**src/rtl/button_press_counter.sv**
```systemverilog
// Pushbutton front end: 2-FF synchronizer, counter debouncer, press/release
// strobes and an 8-bit wrapping press count for the LED bank.
module button_press_counter #(
  parameter int DEBOUNCE_CYCLES = 120000,
  parameter bit ACTIVE_LOW      = 1'b0
) (
  input  logic       CLK,
  input  logic       RST,
  input  logic       BTN,
  output logic       PRESSED,
  output logic       PRESS,
  output logic       RELEASE,
  output logic [7:0] COUNT
);

  localparam int CNT_W = $clog2(DEBOUNCE_CYCLES);
  localparam logic [CNT_W-1:0] CNT_MAX = CNT_W'(DEBOUNCE_CYCLES - 1);
  localparam logic [CNT_W-1:0] CNT_ONE = CNT_W'(1);

  logic             btn_norm_s;
  logic             sync1_r;
  logic             sync2_r;
  logic [CNT_W-1:0] cnt_r;
  logic [CNT_W-1:0] cnt_nxt_s;
  logic             accept_s;

  // Normalise polarity so that 1 always means pressed downstream.
  always_comb begin
    btn_norm_s = BTN ^ ACTIVE_LOW;
  end

  // Two-flop synchronizer; sync1_r is metastability settling only.
  always_ff @(posedge CLK or posedge RST) begin
    if (RST) begin
      sync1_r <= 1'b0;
      sync2_r <= 1'b0;
    end else begin
      sync1_r <= btn_norm_s;
      sync2_r <= sync1_r;
    end
  end

  // Debounce next-state: any return to the accepted level restarts the window.
  always_comb begin
    accept_s  = 1'b0;
    cnt_nxt_s = {CNT_W{1'b0}};
    if (sync2_r == PRESSED) begin
      cnt_nxt_s = {CNT_W{1'b0}};
    end else if (cnt_r == CNT_MAX) begin
      accept_s  = 1'b1;
      cnt_nxt_s = {CNT_W{1'b0}};
    end else begin
      cnt_nxt_s = cnt_r + CNT_ONE;
    end
  end

  // Debounce counter register.
  always_ff @(posedge CLK or posedge RST) begin
    if (RST) begin
      cnt_r <= {CNT_W{1'b0}};
    end else begin
      cnt_r <= cnt_nxt_s;
    end
  end

  // Registered level, strobes and press count, all updated on acceptance.
  always_ff @(posedge CLK or posedge RST) begin
    if (RST) begin
      PRESSED <= 1'b0;
      PRESS   <= 1'b0;
      RELEASE <= 1'b0;
      COUNT   <= 8'd0;
    end else begin
      PRESS   <= accept_s & sync2_r;
      RELEASE <= accept_s & ~sync2_r;
      if (accept_s) begin
        PRESSED <= sync2_r;
        if (sync2_r) begin
          COUNT <= COUNT + 8'd1;
        end else begin
          COUNT <= COUNT;
        end
      end else begin
        PRESSED <= PRESSED;
        COUNT   <= COUNT;
      end
    end
  end

endmodule

```
**config.mk**
```make
export PLATFORM = sky130hd
export DESIGN_NAME = button_press_counter
export DESIGN_NICKNAME = d
export VERILOG_FILES = /design/src/rtl/button_press_counter.sv
export SDC_FILE = /design/constraint.sdc
export NUM_CORES = 1
export LEC_CHECK = 0
export ABC_AREA = 1
export BUFFER_PORTS_ARGS = -buffer_cell sky130_fd_sc_hd__buf_2
export CORE_MARGIN = 4
export CORE_UTILIZATION = 25
export DETAILED_ROUTE_END_ITERATION = 12
export GPL_ROUTABILITY_DRIVEN = 0
export PLACE_DENSITY = 0.45
export REMOVE_ABC_BUFFERS = 1
export SYNTH_ARGS = -nofsm -noshare
export SYNTH_HDL_FRONTEND = slang
export SYNTH_SLANG_ARGS = --single-unit
```
**constraint.sdc**
```tcl
create_clock -name CLK -period 4.34 [get_ports CLK]
set_clock_uncertainty 0.05 [all_clocks]
set_input_delay 0 -clock CLK [delete_from_list [all_inputs] [get_ports CLK]]
set_output_delay 0 -clock CLK [all_outputs]
set_load 0.01 [all_outputs]
```
==> results_dict.tcl, run 1 <==
set metrics [dict create \
    power_density_nw_per_um2 286 \
    run_status "finished, final reports clean" \
    grt_pass1_wl_um 6120 \
    start_kind "flop" \
    core-area_um2 6060 \
    ctsLongestPathBuffers 2 \
    yosys_register_bits 30 \
    timing.final.crit_share 0.354 \
    wl_per_cell_um 11.2 \
    critPathKind "reg -> reg" \
    ys_warn_count 0 \
    port_buffers 13 \
    rsz0062_at_grt "false" \
    post-place-ws_ns 2.78 \
    crit_fanout 9 \
    grt_max_degree 31 \
    track_usage 0.103 \
    clk_pin_slew_worst_paths_ns 0.07 \
    hpwl_um 2580 \
    drc 0 \
    antenna_cells 0 \
    first_pass_iters 4 \
    worstPathArrival_ns 1.70 \
    cts_hold_buf 2 \
    synth.distinct_cells 21 \
    setup_viol 0 \
    p_leak_uw 0.000888 \
    viasPerCell 4.26 \
    cp_top_family "simple AND/OR/NAND/NOR gates" \
    root_buffer "clkbuf_8" \
    drive_above_1_share 0.137 \
    drtIter0Drc 92 \
    slew_violations 0 \
    final_common_cell "nand2_1" \
    max_freq_mhz 650 \
    setup_ws_ns 2.80 \
    cp.required_ns 4.50 \
    grt_overflow 0 \
    end_kind "flop" \
    h-tree-depth 2 \
    worst_pin_slew_ns 0.386 \
    start_util 0.265 \
    clk_latency_ns 0.28 \
    setup_tns_ns 0 \
    post_cts_resized 0 \
    syn_inst 209 \
    yosysSeqAreaShare 0.467 \
    critPathSlowestCell "dfrtp_1" \
    cap_violations 0 \
    antenna_left 0 \
    finalNetCount 237 \
    synth_area_per_cell_um2 7.69 \
    slew_headroom 0.743 \
    critical_path_buf_inv_count 2 \
    grt_pass1_vias 1299 \
    rows 28 \
    cp_slowest_stage_delay_ns 0.40 \
    p_total_uw 539 \
    finalHoldViolCount 0 \
    fin_hold_ws_ns 0.284 \
    routed_wirelength_um 3460 \
    cts_sinks 30 \
    period_minus_slack_ns 1.54 \
    path_cells "ha_1 > nand3_1 > inv_1 > nand3_4 > nand2_4 > inv_2 > nand2_1 > nor2_1" \
    hold_path.class "in -> async" \
    layout_common_cells "nand2_1, nor2_1, inv_1" \
    die_w_um 88.2 \
    cts_tree "yes" \
    via_count 1312 \
    antenna_found_initial 0 \
    dieHeight_um 88.2 \
    area_growth_pct 17.3 \
    die_area_um2 7770 \
    syn_area_um2 1610 \
    io_pins 14 \
    ir_worst_vdd_mv 0.0851 \
    cts_setup_buffers 0 \
    cts_made_buffers 5 \
]
per-layer routing:
| layer | routed length, µm | GRT usage | vias up |
|---|---|---|---|
| li1 | - | - | 696 |
| met4 | 51 | 0.0453 | 0 |
| met1 | 1780 | 0.142 | 596 |
| met2 | 1520 | 0.150 | 16 |
| met5 | 0 | 0 | - |
| met3 | 114 | 0.0282 | 4 |
cells in the mapped netlist:
cell / instances / area share
nor3_1: 7 / 0.022
nor2_8: 1 / 0.012
or2_2: 1 / 0.0039
nor2_2: 3 / 0.012
nand3_1: 18 / 0.056
nand3_2: 1 / 0.0062
nand3_4: 1 / 0.011
inv_2: 1 / 0.0023
nand2_1: 51 / 0.12
inv_1: 32 / 0.075
a21oi_1: 2 / 0.0062
nand4_1: 7 / 0.027
o21ai_0: 2 / 0.0062
xnor2_1: 1 / 0.0055
dfrtp_1: 30 / 0.47
nor2_4: 2 / 0.014
nor3b_1: 1 / 0.0047
ha_1: 2 / 0.016
xor2_1: 7 / 0.038
nand2_4: 1 / 0.0070
nor2_1: 38 / 0.089
worst paths after layout:
| path | startpoint | to | slack [ns] | cells past startpoint |
|---|---|---|---|---|
| setup / recovery | cnt_r[0] | cnt_r[16] | 2.80 | 8 |
| hold / removal | RST | COUNT[3] | 0.28 | 4 |
| setup reg to reg | cnt_r[0] | cnt_r[16] | 2.80 | 8 |
| hold reg to reg | sync1_r | sync2_r | 0.30 | 0 |
| max in group asynchronous | RST | cnt_r[14] | 3.67 | 4 |
| min in group CLK | sync1_r | sync2_r | 0.30 | 0 |
worst reg2reg max path, delay by kind of cell, from the launching register on:
family,cells,cell delay (ns)
DFF,1,0.40
and+or+nand+nor,5,0.60
buffers and inverters,2,0.21
adders and majority gates,1,0.23
per-stage QoR:
step	std cells	area, µm²	util
global route	308	1880	0.311
global placement	298	1770	0.293
finish	308	1880	0.311
floorplan	209	1610	-
detailed placement	298	1770	0.293
CTS	308	1880	0.311
final cells by class:
| type | instances | area [µm²] |
|---|---|---|
| inverters | 33 | 124 |
| fillers | 649 | 4180 |
| well taps | 75 | 93.8 |
| clock inverters | 1 | 5.00 |
| flip-flops and latches | 30 | 751 |
| multi-input cells | 146 | 732 |
| clock buffers | 7 | 86.3 |
| repair buffers | 16 | 92.6 |
power by group:
group          switching (µW)  internal (µW)
sequential               2.03            283
combinational            13.0           5.52
clock                     108            128
total                     123            416
cell families (layout without fill, tap and decap cells):
| logic type | count (synthesis) | count (layout) | synth area share |
|---|---|---|---|
| compound gates | 4 | 4 | 0.0125 |
| xor+xnor | 8 | 8 | 0.0436 |
| fa+ha+maj | 2 | 2 | 0.0156 |
| buf+inv | 33 | 57 | 0.0771 |
| flops | 30 | 30 | 0.467 |
| simple gates | 132 | 132 | 0.384 |
registers in the layout (all words and copies together) (netlist names):
register,cells
cnt_r,17
COUNT,8
PRESS,1
PRESSED,1
RELEASE,1
sync1_r,1
sync2_r,1
Power figures use the tool's default switching activity.
==> run 2, diff against run 1 <==
--- a/config.mk
+++ b/config.mk
@@ -5,7 +5,7 @@
 export SDC_FILE = /design/constraint.sdc
 export NUM_CORES = 1
 export LEC_CHECK = 0
-export ABC_AREA = 1
+export ABC_AREA = 0
 export BUFFER_PORTS_ARGS = -buffer_cell sky130_fd_sc_hd__buf_2
 export CORE_MARGIN = 4
 export CORE_UTILIZATION = 25
==> constraint.sdc (replaced) <==
create_clock -name CLK -period 1.6 [get_ports CLK]
set_clock_uncertainty 0.05 [all_clocks]
set_input_delay 0 -clock CLK [delete_from_list [all_inputs] [get_ports CLK]]
set_output_delay 0 -clock CLK [all_outputs]
set_load 0.01 [all_outputs]
==> run 2 against run 1 <==
The run now ends with setup timing left. Via count fell by 15%. Utilization rose by 6.0 points. Highest routed layer unchanged. Synthesized area fell by 14%. Synthesized cell count fell by 36%. Largest cell class unchanged. Power rose to 2.7 times the previous value. Critical endpoint is now COUNT[5]. Critical path type unchanged.
==> results_dict.tcl, run 2 <==
set metrics [dict create \
    run_status "complete, but fails checks" \
    violations "setup timing" \
    layout_common_cells "dfrtp_1, buf_4, nor2_1" \
    hpwl_um 2150 \
    antenna_cells 0 \
    drc 0 \
    core-area_um2 5240 \
    grt_pass1_wl_um 5190 \
    cap_violations 0 \
    first_pass_iters 4 \
    die_w_um 82.4 \
    critPathKind "reg -> reg" \
    worst_pin_slew_ns 0.581 \
    finalNetCount 186 \
    timing.final.crit_share 1.18 \
    synthArstFlopShare 1.00 \
    placed_area_um2 1730 \
    slew_violations 0 \
    route.met2.wl_um 1480 \
    cts_made_buffers 5 \
    synth_top_area_share 0.543 \
    root_buffer "clkbuf_8" \
    routed_wirelength_um 2910 \
    wl_per_cell_um 11.6 \
    clk_latency_ns 0.27 \
    rr_worst_depth 4 \
    via_count 1114 \
    drive_above_1_share 0.341 \
    synth_area_leaders "dfrtp_1, xnor2_1, xor2_1" \
    cp.required_ns 1.75 \
    yosys_register_bits 30 \
    stdcell_area_um2 1940 \
    setup_viol 28 \
    p_total_uw 1460 \
    antenna_left 0 \
    grt_max_degree 18 \
    period_minus_slack_ns 1.88 \
    grt_overflow 0 \
    grt_pass1_vias 1166 \
    hold_path.class "in -> async" \
    port_buffers 13 \
    yosysSeqAreaShare 0.543 \
    synth_edf_count 0 \
    cts_tree "yes" \
    viasPerCell 4.42 \
    finalHoldViolCount 0 \
    netlist_top_cells_count "dfrtp_1, nor2_1, xnor2_1" \
    synth_area_per_cell_um2 10.4 \
    slew_headroom 0.612 \
    final_common_cell "dfrtp_1" \
    worstPathArrival_ns 2.03 \
    start_kind "flop" \
    largest_reg_flops 17 \
    h-tree-depth 2 \
    max_freq_mhz 531 \
    ys_warn_count 0 \
    rows 26 \
    synth.largest_area_cell "dfrtp_1" \
    top_register "cnt_r" \
    p_leak_uw 0.000928 \
    ir_worst_vdd_mv 0.504 \
    antenna_found_initial 0 \
    power_density_nw_per_um2 754 \
    syn_inst 133 \
    area_growth_pct 40.5 \
    clk_pin_slew_worst_paths_ns 0.06 \
    io_pins 14 \
    post-place-ws_ns -0.548 \
    drtIter0Drc 28 \
    rsz0062_at_grt "true" \
    crit_fanout 5 \
    fin_hold_ws_ns 0.284 \
    ys.flop_type "dfrtp_1" \
    die_area_um2 6780 \
    setup_ws_ns -0.284 \
    track_usage 0.101 \
    wl_met3_um 107 \
    dieHeight_um 82.4 \
    end_kind "flop" \
    top_layer "met4" \
    start_util 0.264 \
    synth.distinct_cells 27 \
    syn_area_um2 1380 \
    ctsLongestPathBuffers 2 \
    wl_met1_um 1290 \
    cts_sinks 30 \
    largestRegisters "cnt_r: 17 flops, COUNT: 8 flops" \
    synthMostInstantiatedCell "dfrtp_1" \
]
## run 2: worst max-delay path, stage by stage, from the launching register on
cell and delay [ns]:
dfrtp_1 0.38, or4b_4 0.54, or4_4 0.50, nor4_4 0.17
xor2_1 0.17
## run 2: area by class of cell
class / instances / area [µm²]
repair buffers: 45 / 339
flip-flops and latches: 30 / 751
well taps: 70 / 87.6
clock inverters: 1 / 5.00
inverters: 5 / 18.8
multi-input cells: 94 / 654
fillers: 550 / 3300
clock buffers: 7 / 86.3
## run 2: logic make-up (layout without fill, tap and decap cells)
logic type | Yosys count | after routing | synth area share
compound gates | 3 | 3 | 0.0145
xor+xnor | 21 | 21 | 0.133
fa+ha+maj | 2 | 2 | 0.0181
buf+inv | 9 | 58 | 0.0317
flops | 30 | 30 | 0.543
mux | 1 | 1 | 0.00814
simple gates | 67 | 67 | 0.252
## run 2: layer usage
| metal | GRT usage | vias to the layer above |
|---|---|---|
| li1 | - | 557 |
| met1 | 0.113 | 539 |
| met2 | 0.179 | 14 |
| met3 | 0.0336 | 4 |
| met4 | 0.0349 | 0 |
| met5 | 0 | - |
## run 2: power by group
group	total [µW]	internal [µW]	switching [µW]
logic	75.5	32.0	43.5
clock network	616	346	270
registers	773	767	5.11
## run 2: worst paths after layout
| path | startpoint | to | slack, ns |
|---|---|---|---|
| setup / recovery | cnt_r[6] | COUNT[5] | -0.28 |
| hold / removal | RST | sync2_r | 0.28 |
| setup reg to reg | cnt_r[6] | COUNT[5] | -0.28 |
| hold reg to reg | sync1_r | sync2_r | 0.30 |
| max in group asynchronous | RST | cnt_r[14] | 0.72 |
| min in group CLK | sync1_r | sync2_r | 0.30 |
## run 2: timing repair
| item | 4_1_cts | 5_1_grt |
|---|---|---|
| buffers inserted | 3 | 1 |
| gates resized for setup | 7 | 7 |
| pin swaps | 11 | 0 |
| setup endpoints to repair | 28 | 28 |
| endpoints found under the hold margin | 14 | 0 |
| hold buffers | 2 | 0 |
## run 2: through the flow
stage                     setup TNS, ns  instances  utilization
after global placement            -7.25        238        0.330
after global routing              -8.57        252        0.371
final                             -6.92        252        0.371
after detailed placement          -8.19        238        0.330
after CTS                         -5.11        251        0.364
after floorplan                  -12.28        129            -
==> run 3, diff against run 2 <==
--- a/config.mk
+++ b/config.mk
@@ -7,6 +7,7 @@
 export LEC_CHECK = 0
 export ABC_AREA = 0
 export BUFFER_PORTS_ARGS = -buffer_cell sky130_fd_sc_hd__buf_2
+export CORE_ASPECT_RATIO = 0.5
 export CORE_MARGIN = 4
 export CORE_UTILIZATION = 25
 export DETAILED_ROUTE_END_ITERATION = 12
==> run 3 against run 2 <==
The flow still finishes with violations (setup timing). Largest power group unchanged. Sequential share of layout area fell by 0.32 points. Count of clock-buffer cells in the layout stayed put. Sequential power about the same. Wire length increased by 0.76%. Global-route usage is 0.18 points lower. Flip-flop and latch count unchanged.
==> results_dict.tcl, run 3 (same netlist as run 2, synthesis figures left out) <==
set metrics [dict create \
    slew_violations 0 \
    run_status "complete, but fails checks" \
    core-area_um2 5130 \
    p_leak_uw 0.000926 \
    largestRegisters "cnt_r: 17 flops, COUNT: 8 flops" \
    power_density_nw_per_um2 754 \
    critPathSlowestCell "or4b_4" \
    finalNetCount 184 \
    root_buffer "clkbuf_8" \
    grt_pass1_vias 1073 \
    cp-endpoint "COUNT[7]" \
    setup_ws_ns -0.288 \
    rr_worst_depth 4 \
    antenna_left 0 \
    p_total_uw 1480 \
    start_kind "flop" \
    finalHoldViolCount 0 \
    final_common_cell "dfrtp_1" \
    start_util 0.269 \
    area_growth_pct 41.6 \
    startpoint "cnt_r[6]" \
    grt_pass1_wl_um 5170 \
    viasPerCell 4.37 \
    antenna_cells 0 \
    period_minus_slack_ns 1.89 \
    fin_hold_ws_ns 0.214 \
    h-tree-depth 2 \
    io_pins 14 \
    rrSetupSlack_ns -0.29 \
    drive_above_1_share 0.361 \
    r2r-end "COUNT[7]" \
    first_pass_iters 4 \
    routed_wirelength_um 2940 \
    hpwl_um 2050 \
    dieHeight_um 60.6 \
    die_area_um2 6860 \
    largest_reg_flops 17 \
    critPathKind "reg -> reg" \
    port_buffers 13 \
    hold_path.class "in -> async" \
    cap_violations 0 \
    grt_max_degree 22 \
    clk_latency_ns 0.28 \
    slew_headroom 0.713 \
    drtIter0Drc 69 \
    cts_made_buffers 5 \
    cts_tree "yes" \
    ctsLongestPathBuffers 2 \
    rows 18 \
    worstPathArrival_ns 2.04 \
    path_cells "or4b_4 > or4_4 > nor4_4 > xor2_1" \
    ir_worst_vdd_mv 0.242 \
    timing.final.crit_share 1.18 \
    layout_common_cells "dfrtp_1, buf_4, nor2_1" \
    top_register "cnt_r" \
    via_count 1092 \
    setup_viol 28 \
    cp.required_ns 1.75 \
    cts_sinks 30 \
    end_kind "flop" \
    stdcell_area_um2 1960 \
    setup_tns_ns -6.54 \
    clk_pin_slew_worst_paths_ns 0.07 \
    r2r-start "cnt_r[6]" \
    max_freq_mhz 530 \
    die_w_um 113 \
    rsz0062_at_grt "true" \
    cp_slowest_stage_delay_ns 0.53 \
    grt_overflow 0 \
    wl_per_cell_um 11.7 \
    worst_pin_slew_ns 0.431 \
    antenna_found_initial 0 \
    placed_area_um2 1740 \
    drc 0 \
    crit_fanout 5 \
    track_usage 0.0993 \
    utilization 0.381 \
    violations "setup timing" \
]
==> run 3: changes by cell type in the layout (fill, tap and decap cells not counted), sizes merged <==
| cell | change |
|---|---|
| buf | -2 |
==> run 3: metrics by stage <==
step / setup WS, ns / instances
after global placement: -0.493 / 239
after CTS: -0.270 / 250
after floorplan: -0.529 / 129
final: -0.288 / 250
after global routing: -0.356 / 250
after detailed placement: -0.529 / 239
==> run 3: area by class of cell <==
class	instances	area, µm²
flip-flops and latches	30	751
clock buffers	7	86.3
well taps	70	87.6
fillers	517	3180
inverters	5	18.8
clock inverters	1	5.00
repair buffers	43	328
multi-input cells	94	682
==> run 3: how the worst min path moves through the flow <==
stage | cells past startpoint | startpoint | endpoint
3_3_place_gp | 2 | RST | cnt_r[2]
5_1_grt | 3 | RST | cnt_r[2]
6_report | 3 | RST | cnt_r[5]
3_5_place_dp | 2 | RST | cnt_r[4]
2_1_floorplan | 0 | BTN | sync1_r
4_1_cts | 3 | RST | cnt_r[2]
==> run 3: layer usage <==
layer / routed length [µm] / global-route usage / vias to the layer above
met5: 0 / 0 / -
met4: 34 / 0.0462 / 0
met3: 133 / 0.0359 / 5
met2: 1300 / 0.157 / 18
met1: 1470 / 0.125 / 523
li1: - / - / 546
==> run 3: repair_timing <==
item,4_1_cts,5_1_grt
gates resized for setup,16,3
hold buffers,2,0
setup buffers,2,0
setup endpoints to repair,28,28
pin swaps,14,0
hold endpoints to repair,12,0
==> run 3: critical path, delay by kind of cell (launching register included) <==
family	cells	cell delay, ns
flops	1	0.37
xor+xnor	1	0.16
simple gates	3	1.23
==> run 3: power by group <==
group          internal, µW  switching, µW
logic                  32.0           44.0
clock network           347            282
registers               767           4.36
total                  1150            330
